$ cat src/rtl/add_pipe_acc.sv
// Pipelined unsigned adder with valid/ready flow control, wrap/saturate overflow
// and an optional running accumulator applied at the final stage.
module add_pipe_acc #(
    parameter int WIDTH  = 14,
    parameter int STAGES = 2,
    parameter int SAT    = 0
) (
    input  logic             clk,
    input  logic             rst_n,
    input  logic             in_valid,
    output logic             in_ready,
    input  logic [WIDTH-1:0] in_1,
    input  logic [WIDTH-1:0] in_2,
    input  logic             acc_en,
    input  logic             clr,
    output logic             out_valid,
    input  logic             out_ready,
    output logic [WIDTH-1:0] out_1,
    output logic             ovf
);

    logic [STAGES-1:0] vld_pipe;
    logic [STAGES-1:0] adv;
    logic [WIDTH-1:0]  acc;

    logic [WIDTH:0]    fin_psum;
    logic              fin_acc_en;
    logic              fin_src_v;
    logic              fin_load;
    logic [WIDTH-1:0]  base;
    logic [WIDTH+1:0]  total;
    logic              fin_ovf;
    logic [WIDTH-1:0]  fin_res;

    // A stage can advance when it or any stage downstream of it has a hole,
    // or when the consumer drains the last stage this edge.
    for (genvar k = 0; k < STAGES; k++) begin : g_adv
        assign adv[k] = out_ready || !(&vld_pipe[STAGES-1:k]);
    end

    assign in_ready  = rst_n && adv[0];
    assign out_valid = vld_pipe[STAGES-1];

    always_ff @(posedge clk or negedge rst_n) begin
        if (!rst_n) begin
            vld_pipe <= '0;
        end else begin
            if (adv[0]) vld_pipe[0] <= in_valid;
            for (int k = 1; k < STAGES; k++)
                if (adv[k]) vld_pipe[k] <= vld_pipe[k-1];
        end
    end

    if (STAGES == 1) begin : g_one
        assign fin_psum   = {1'b0, in_1} + {1'b0, in_2};
        assign fin_acc_en = acc_en;
        assign fin_src_v  = in_valid;
    end else begin : g_multi
        logic [STAGES-2:0][WIDTH:0] psum_q;
        logic [STAGES-2:0]          acc_en_q;

        always_ff @(posedge clk or negedge rst_n) begin
            if (!rst_n) begin
                psum_q   <= '0;
                acc_en_q <= '0;
            end else begin
                if (adv[0]) begin
                    psum_q[0]   <= {1'b0, in_1} + {1'b0, in_2};
                    acc_en_q[0] <= acc_en;
                end
                for (int k = 1; k < STAGES-1; k++)
                    if (adv[k]) begin
                        psum_q[k]   <= psum_q[k-1];
                        acc_en_q[k] <= acc_en_q[k-1];
                    end
            end
        end

        assign fin_psum   = psum_q[STAGES-2];
        assign fin_acc_en = acc_en_q[STAGES-2];
        assign fin_src_v  = vld_pipe[STAGES-2];
    end

    // clr wins over the accumulator contents for a coincident accumulate beat.
    always_comb begin
        base    = clr ? '0 : acc;
        total   = fin_acc_en ? ({1'b0, fin_psum} + {2'b0, base}) : {1'b0, fin_psum};
        fin_ovf = |total[WIDTH+1:WIDTH];
        fin_res = ((SAT != 0) && fin_ovf) ? '1 : total[WIDTH-1:0];
    end

    assign fin_load = fin_src_v && adv[STAGES-1];

    always_ff @(posedge clk or negedge rst_n) begin
        if (!rst_n) begin
            out_1 <= '0;
            ovf   <= 1'b0;
            acc   <= '0;
        end else begin
            if (fin_load) begin
                out_1 <= fin_res;
                ovf   <= fin_ovf;
            end
            if (fin_load && fin_acc_en) acc <= fin_res;
            else if (clr)               acc <= '0;
        end
    end

endmodule

$ cat config.mk
export PLATFORM = sky130hd
export DESIGN_NAME = add_pipe_acc
export DESIGN_NICKNAME = d
export VERILOG_FILES = /design/src/rtl/add_pipe_acc.sv
export SDC_FILE = /design/constraint.sdc
export NUM_CORES = 1
export LEC_CHECK = 0
export CAP_MARGIN = 30
export CORE_UTILIZATION = 54
export CTS_CLUSTER_SIZE = 20
export DETAILED_ROUTE_END_ITERATION = 8
export PLACE_DENSITY = 0.81
export SYNTH_ARGS = -nofsm -noshare
export SYNTH_HDL_FRONTEND = slang
export SYNTH_SLANG_ARGS = --single-unit
$ cat constraint.sdc
create_clock -name clk -period 3.1 [get_ports clk]
set_clock_uncertainty 0.1 [all_clocks]
set_input_delay 0.62 -clock clk [delete_from_list [all_inputs] [get_ports clk]]
set_output_delay 0.62 -clock clk [all_outputs]
set_load 0.02 [all_outputs]
# After elaboration in Yosys (flattened, before gate mapping)
# Cells that the tools add are included.
# op_classes
n_addsub,2
muxes,3
reduce_logical,9
# op_table
cell,n
two-way mux 14 bit,2
adder 15 x 14 -> 16 bit,1
two-way mux 16 bit,1
adder 14 x 14 -> 15 bit,1
logical AND 1 bit,3
zero test 1 bit,2
logical OR 1 bit,2
AND reduction 2 bit,1
OR reduction 2 bit,1
# word_totals
ff_bits,47

# Logic depth before layout (Yosys ltp)
# Gate-level depths: netlist of the first run.
# logic_depth
word_depth,5
ltp_mapped,9
mapped_depth_nobuf,9

# Worst setup path after synthesis of the first run
# OpenSTA, ideal clock, no wires.
# synth_timing
path_kind,input -> register
from,in clr
to,reg ovf
path_buffers,1
setup_slack_ns,0.294
t_arrival_ns,2.564
stages,9
path_cell_list,clkbuf_1 -> nor2b_1 -> ha_1 -> a211oi_1 -> o21ai_1 -> a41oi_2 -> o41a_1 -> a2111oi_2 -> a311oi_1
# synth_via
elab_chain_len,4
# synth_lines
element,line,text
from (decl),15,"input logic clr,"
two-way mux 14 bit,-,
adder 15 x 14 -> 16 bit,87,"total = fin_acc_en ? ({1'b0, fin_psum} + {2'b0, base}) : {1'b0, fin_psum};"
two-way mux 16 bit,87,
OR reduction 2 bit,88,fin_ovf = |total[WIDTH+1:WIDTH];
to (signal assigned),102,ovf <= fin_ovf;
to (decl),19,output logic ovf
# No other way between the ends.
# A chain may end at the register's enable or synchronous reset.

# Worst setup path after layout of the first run
# Same ends and word-level chain as after synthesis.

==> reports/qor.yml, run 1 <==
global_routing:
  antenna_found_initial: 0
  grtUsageTotal_pct: 26.56
  grt_max_degree: 48
  grt_pass1_vias: 2717
  overflow: 0
  grt_pass1_wl_mm: 12.77
logic_synthesis:
  synthMuxAreaShare_pct: 4.855
  avgSynthCellArea_um2: 9.248
  synth_cell_type_count: 47
  synth-simple-area-share_pct: 13.85
  syn-cell-area_um2: 3144
  synth_xor_xnor_area_share_pct: 6.128
  synthArstFlopShare_pct: 100.0
  syn-instance-count: 340
  seq_area_frac_synth_pct: 37.41
  synth_flop_cell: "dfrtp_1"
  synth-compound-area-share_pct: 23.44
  synth_edf_count: 0
  synth_nets: 404
  synth_top_family_by_area: "compound AO/OA/AOI/OAI gates"
  ys.warnings.count: 0
  synth_fa_ha_area_share_pct: 12.42
  ys_ff_latch: 47
sta:
  slew_headroom_pct: 62.21
  finalSetupViolCount: 0
  hold_viol: 0
  fmax_mhz: 339.7
  slew_viol_final: 0
  finalCriticalPeriod_ps: 2944
  tightest_slew_ps: 564.8
  whs_ps: 352.4
  period_share_pct: 94.97
placement:
  dp.cells: 483
  place_area_um2: 3925
  place_hpwl_mm: 5.468
  gp_congestion: 0.9033
  portBuffers: 50
critical_path:
  crit_path_cell_trace: "clkdlybuf4s50_1 -> nor2b_1 -> ha_1 -> fa_1 -> a211oi_1 -> o21ai_1 -> a41oi_2 -> o41a_1 -> a2111oi_4 -> a311oi_1"
  worstSetupEndpointType: "flip-flop"
  worst-path-buf-inv: 1
  cpPeakStageDelay_ps: 500
  rrSetupSlack_ps: 550
  crit_cells: 10
  slowest_stage: "clkdlybuf4s50_1"
  reg2reg_to: "ovf$_DFFE_PN0P_"
  crit_arrival_ps: 3050
  r2r-start: "acc[0]$_DFF_PN0_"
  critPathMaxFanout: 3
  rr_worst_depth: 9
  crit_path_start: "clr"
  critical_path_class: "input port to flip-flop"
  crit_family: "compound AO/OA/AOI/OAI gates"
  start_kind: "input port"
  worstPathRequired_ps: 3200
  endpoint: "ovf$_DFFE_PN0P_"
layout:
  drive_gt1_share_pct: 14.52
  stdcell_area_um2: 4079
  final_common_cell: "clkdlybuf4s50_1"
  fin_cells: 492
  layout.nets: 484
  area_delta_synth_final_pct: 29.73
  n_antenna_cell: 0
  final_cell_mix: "clkdlybuf4s50_1, dfrtp_1, a21oi_1"
route:
  antenna_left: 0
  viasPerCell: 5.665
  drt_iter0_markers: 209
  drc: 0
  vias: 2787
  wl_per_cell_um: 14.80
  dr.pass1.iters: 4
  drt-total-wl_mm: 7.281
die:
  die_h_um: 78.31
  io_pins: 51
  rows: 27
  initial_core_util_pct: 56.41
  core_um2: 5574
  die_w_um: 78.31
  dieArea_um2: 6132
clock_network:
  cts_tree: "done"
  cts_sinks: 47
  htree_levels: 2
  cts_root_buf: "clkbuf_8"
  cts_buffers: 5
  cts_max_path_buffers: 2
  clock_latency_ps: 300
  path_clk_slew_ps: 80
power_and_ir_drop:
  powerDensity_nw_per_um2: 593.7
  vdd_drop_max_mv: 0.4294
  leakage_uw: 0.001826
outcome:
  status: "finished clean"
flow_run:
  cap_violations: 0
min_path:
  hp-class: "input port to asynchronous set/reset pin"
## worst register-to-register path: cells and delay by family, from the launching register on
family | cells | cell delay, ps
AOI/OAI and AO/OA | 6 | 1260
adders and majority gates | 2 | 610
DFF | 1 | 360
and+or+nand+nor | 1 | 140
## registers in the layout, summed over array words and instances (netlist names)
name	flops
fin_psum	15
acc	14
out_1	14
vld_pipe	2
fin_acc_en	1
ovf	1
## cell families after synthesis
family / after synthesis
AOI/OAI and AO/OA: 116
and+or+nand+nor: 95
DFF: 47
adders and majority gates: 30
xor gates and xnor gates: 22
buffers and inverters: 16
muxes: 14
## final cells by class
cell class / count / area, µm²
Timing Repair Buffer: 83 / 747.0
Sequential cell: 47 / 1176
Inverter: 6 / 22.52
Clock inverter: 2 / 37.54
Fill cell: 422 / 1495
Multi-Input combinational cell: 277 / 1937
Tap cell: 72 / 90.09
Clock buffer: 5 / 68.82
## worst min path at each step
stage | startpoint | endpoint | slack (ps) | depth (start not counted)
after floorplan | rst_n | acc[0]$_DFF_PN0_ | 220 | 0
after global placement | out_1[3]$_DFFE_PN0P_ | out_1[3]$_DFFE_PN0P_ | 360 | 2
after detailed placement | out_1[7]$_DFFE_PN0P_ | out_1[7]$_DFFE_PN0P_ | 370 | 1
after CTS | rst_n | acc[7]$_DFF_PN0_ | 370 | 2
after global routing | rst_n | acc[7]$_DFF_PN0_ | 410 | 2
final | rst_n | acc[7]$_DFF_PN0_ | 350 | 2
## synth_stat cells (3+ instances only)
cell type | number | share of area [%]
dfrtp_1 | 47 | 37
clkbuf_1 | 9 | 1.1
xor2_1 | 5 | 1.4
mux2_2 | 10 | 3.6
a21oi_1 | 40 | 6.4
mux2i_1 | 4 | 1.3
a211oi_1 | 7 | 1.7
nand2_1 | 36 | 4.3
o21a_1 | 6 | 1.4
inv_1 | 6 | 0.72
nor2_1 | 27 | 3.2
o21ai_0 | 26 | 4.1
o21bai_1 | 4 | 0.96
ha_1 | 28 | 11
a21o_1 | 7 | 1.7
xnor2_1 | 17 | 4.7
and3_1 | 3 | 0.60
nor2b_1 | 15 | 3.0
nand2b_1 | 4 | 0.80
o31ai_1 | 3 | 0.72
## per-layer routing
layer	GRT usage, %	share of wire [%]
met1	35.23	46
met5	0	0
met4	6.667	1.4
met3	3.140	3.2
met2	46.05	49
## through the flow
step / setup WS (ps) / TNS, ps / power [µW] / utilization, %
after floorplan: 294.1 / 0 / 1536 / -
after global placement: -149.8 / -541.4 / 1930 / 70.42
after detailed placement: -249.2 / -1243 / 1966 / 70.42
after CTS: 25.86 / 0 / 2403 / 72.32
after global routing: -10.17 / -10.17 / 2588 / 73.18
final: 156.0 / 0 / 2422 / 73.18
## repair_timing
item,in CTS,in global routing
endpoints found under the setup margin,0,6
buffers inserted,0,2
hold buffers,0,0
resized for setup,0,8
## power by group
group / switching, µW / internal (µW) / total, µW
combinational: 572 / 562 / 1130
clock: 196 / 235 / 431
sequential: 93.7 / 763 / 856
total: 862 / 1560 / 2420
Note: power is estimated with default switching activity, not from simulation.
==> run 2, diff against run 1 <==
- CAP_MARGIN: 30 -> default
- CORE_MARGIN: default -> 3
==> reports/qor.yml, run 2 (synthesized netlist as in run 1, its figures left out) <==
critical_path:
  rr_worst_depth: 9  # unchanged
  critical_path_class: "input port to flip-flop"
  worstPathRequired_ps: 3170  # -30 ps
  crit_arrival_ps: 3050  # about the same
  crit_path_cell_trace: "clkdlybuf4s50_1 -> buf_4 -> nor2b_1 -> ha_1 -> o21ai_0 -> o21ai_1 -> a41oi_2 -> o41a_1 -> a2111oi_2 -> a311oi_1"
  r2r-start: "acc[0]$_DFF_PN0_"
  cpPeakStageDelay_ps: 480  # -20 ps
  worstSetupEndpointType: "flip-flop"
  start_kind: "input port"
  critPathMaxFanout: 9  # +6
  slowest_stage: "clkdlybuf4s50_1"
  crit_path_start: "clr"
route:
  dr.pass1.iters: 4  # unchanged
  antenna_left: 0  # unchanged
  viasPerCell: 5.741  # +1.4%
  drt_iter0_markers: 121  # -42%
  drt-total-wl_mm: 7.515  # +3.2%
  wl_per_cell_um: 15.31  # +3.4%
  drc: 0  # unchanged
  vias: 2819  # +1.1%
layout:
  final_common_cell: "clkdlybuf4s50_1"
  stdcell_area_um2: 4050  # -0.71%
  largest_register_ff_count: 15  # unchanged
  drive_gt1_share_pct: 13.84  # -0.68 points
  n_antenna_cell: 0  # unchanged
  fin_cells: 491  # -0.20%
  layout.nets: 483  # -0.21%
  area_delta_synth_final_pct: 28.81
  fillers: 434  # +2.8%
  fin_util_pct: 72.66  # -0.52 points
  final_cell_mix: "clkdlybuf4s50_1, dfrtp_1, a21oi_1"
global_routing:
  grt_most_used_layer: "met2"
  overflow: 0  # unchanged
  use_met2_pct: 41.91  # -4.1 points
  antenna_found_initial: 0  # unchanged
  grt_pass1_vias: 2791  # +2.7%
  grt_max_degree: 48  # unchanged
  grt_pass1_wl_mm: 12.41  # -2.8%
  grtUsageMet3_pct: 3.145  # +0.0058 points
  gr-usage-met1_pct: 30.36  # -4.9 points
  grtUsageTotal_pct: 23.97  # -2.6 points
power_and_ir_drop:
  p_sw_share_pct: 35.95  # +0.36 points
  p_total_uw: 2429  # +0.30%
  p_sw_uw: 873.1  # +1.3%
  powerDensity_nw_per_um2: 599.7  # +1.0%
  leakage_uw: 0.001823  # -0.19%
  pwr-share-clk_pct: 18.1  # +0.3 points
  vdd_drop_max_mv: 0.2745  # -36%
  p_int_uw: 1556  # -0.27%
  combPwrFrac_pct: 46.5  # -0.3 points
  seq_power_share_pct: 35.3  # about the same
sta:
  grt_setup_unrepaired: "no"
  finalCriticalPeriod_ps: 2980  # +36.47 ps
  period_share_pct: 96.14  # +1.2 points
  tightest_slew_ps: 621.8  # +56.94 ps
  hold_viol: 0  # unchanged
  fmax_mhz: 335.5  # -1.2%
  finalSetupViolCount: 0  # unchanged
  whs_ps: 352.6  # +0.1370 ps
  slew_headroom_pct: 58.40  # -3.8 points
  slew_viol_final: 0  # unchanged
die:
  rows: 27  # unchanged
  dieArea_um2: 6774  # +10%
  initial_core_util_pct: 56.41  # unchanged
  die_w_um: 82.31  # +5.1%
  core_um2: 5574  # unchanged
  die_h_um: 82.31  # +5.1%
  io_pins: 51  # unchanged
placement:
  portBuffers: 50  # unchanged
  dp.cells: 482  # -0.21%
  place_hpwl_mm: 5.636  # +3.1%
  place_area_um2: 3918  # -0.19%
  gp_congestion: 0.9811  # +8.6%
clock_network:
  htree_levels: 2  # unchanged
  cts_root_buf: "clkbuf_8"
  clock_latency_ps: 300  # about the same
  cts_tree: "done"
  cts_hold_buf: 0  # unchanged
  path_clk_slew_ps: 90  # about the same
  cts_sinks: 47  # unchanged
  cts_max_path_buffers: 2  # unchanged
  cts_buffers: 5  # unchanged
flow_run:
  cap_violations: 0  # unchanged
min_path:
  hp-class: "input port to asynchronous set/reset pin"
outcome:
  status: "finished clean"
run 2: worst paths after layout:
check / to / slack [ps]
worst max-delay path: ovf$_DFFE_PN0P_ / 120
worst min-delay path: out_1[4]$_DFFE_PN0P_ / 350
worst max register to register: ovf$_DFFE_PN0P_ / 560
worst min register to register: out_1[7]$_DFFE_PN0P_ / 380
max in group asynchronous: acc[11]$_DFF_PN0_ / 2150
min in group clk: out_1[7]$_DFFE_PN0P_ / 380
run 2: layer usage:
| layer | vias to the layer above | share of wire, % |
|---|---|---|
| met5 | - | 0 |
| met4 | 0 | 2.1 |
| met3 | 16 | 3.5 |
| met2 | 72 | 49 |
| met1 | 1350 | 45 |
| li1 | 1381 | - |
run 2: power groups by stage:
stage / Sequential (µW) / Combinational [µW] / Clock, µW
floorplan: 924 / 612 / 0
global placement: 861 / 1070 / 0
detailed placement: 868 / 1100 / 0
CTS: 858 / 1120 / 447
global route: 879 / 1240 / 475
finish: 858 / 1130 / 441
run 2: through the flow:
step           TNS [ps]  setup slack (ps)
4_1_cts               0             68.12
3_5_place_dp      -1000            -242.6
5_1_grt               0             17.71
2_1_floorplan         0             294.1
3_3_place_gp     -485.2            -163.4
6_report              0             119.5
run 2: what timing repair did:
item	in CTS	in global routing
pin swaps	0	3
setup endpoints to repair	3	3
buffers inserted	0	2
resized for setup	2	2
run 2: final cells by class:
cell class	instances	area [µm²]	share of cell area (%)
Clock buffer	5	68.82	1.699
Timing Repair Buffer	82	735.7	18.16
Sequential cell	47	1176	29.04
Clock inverter	2	37.54	0.9268
Inverter	6	22.52	0.5561
Multi-Input combinational cell	277	1919	47.39
Tap cell	72	90.09	2.224
run 2: critical path: cells and delay by family:
kind            cells  cell delay, ps
compound gates      6            1390
fa+ha+maj           1             320
buf+inv             2             660
simple gates        1              70
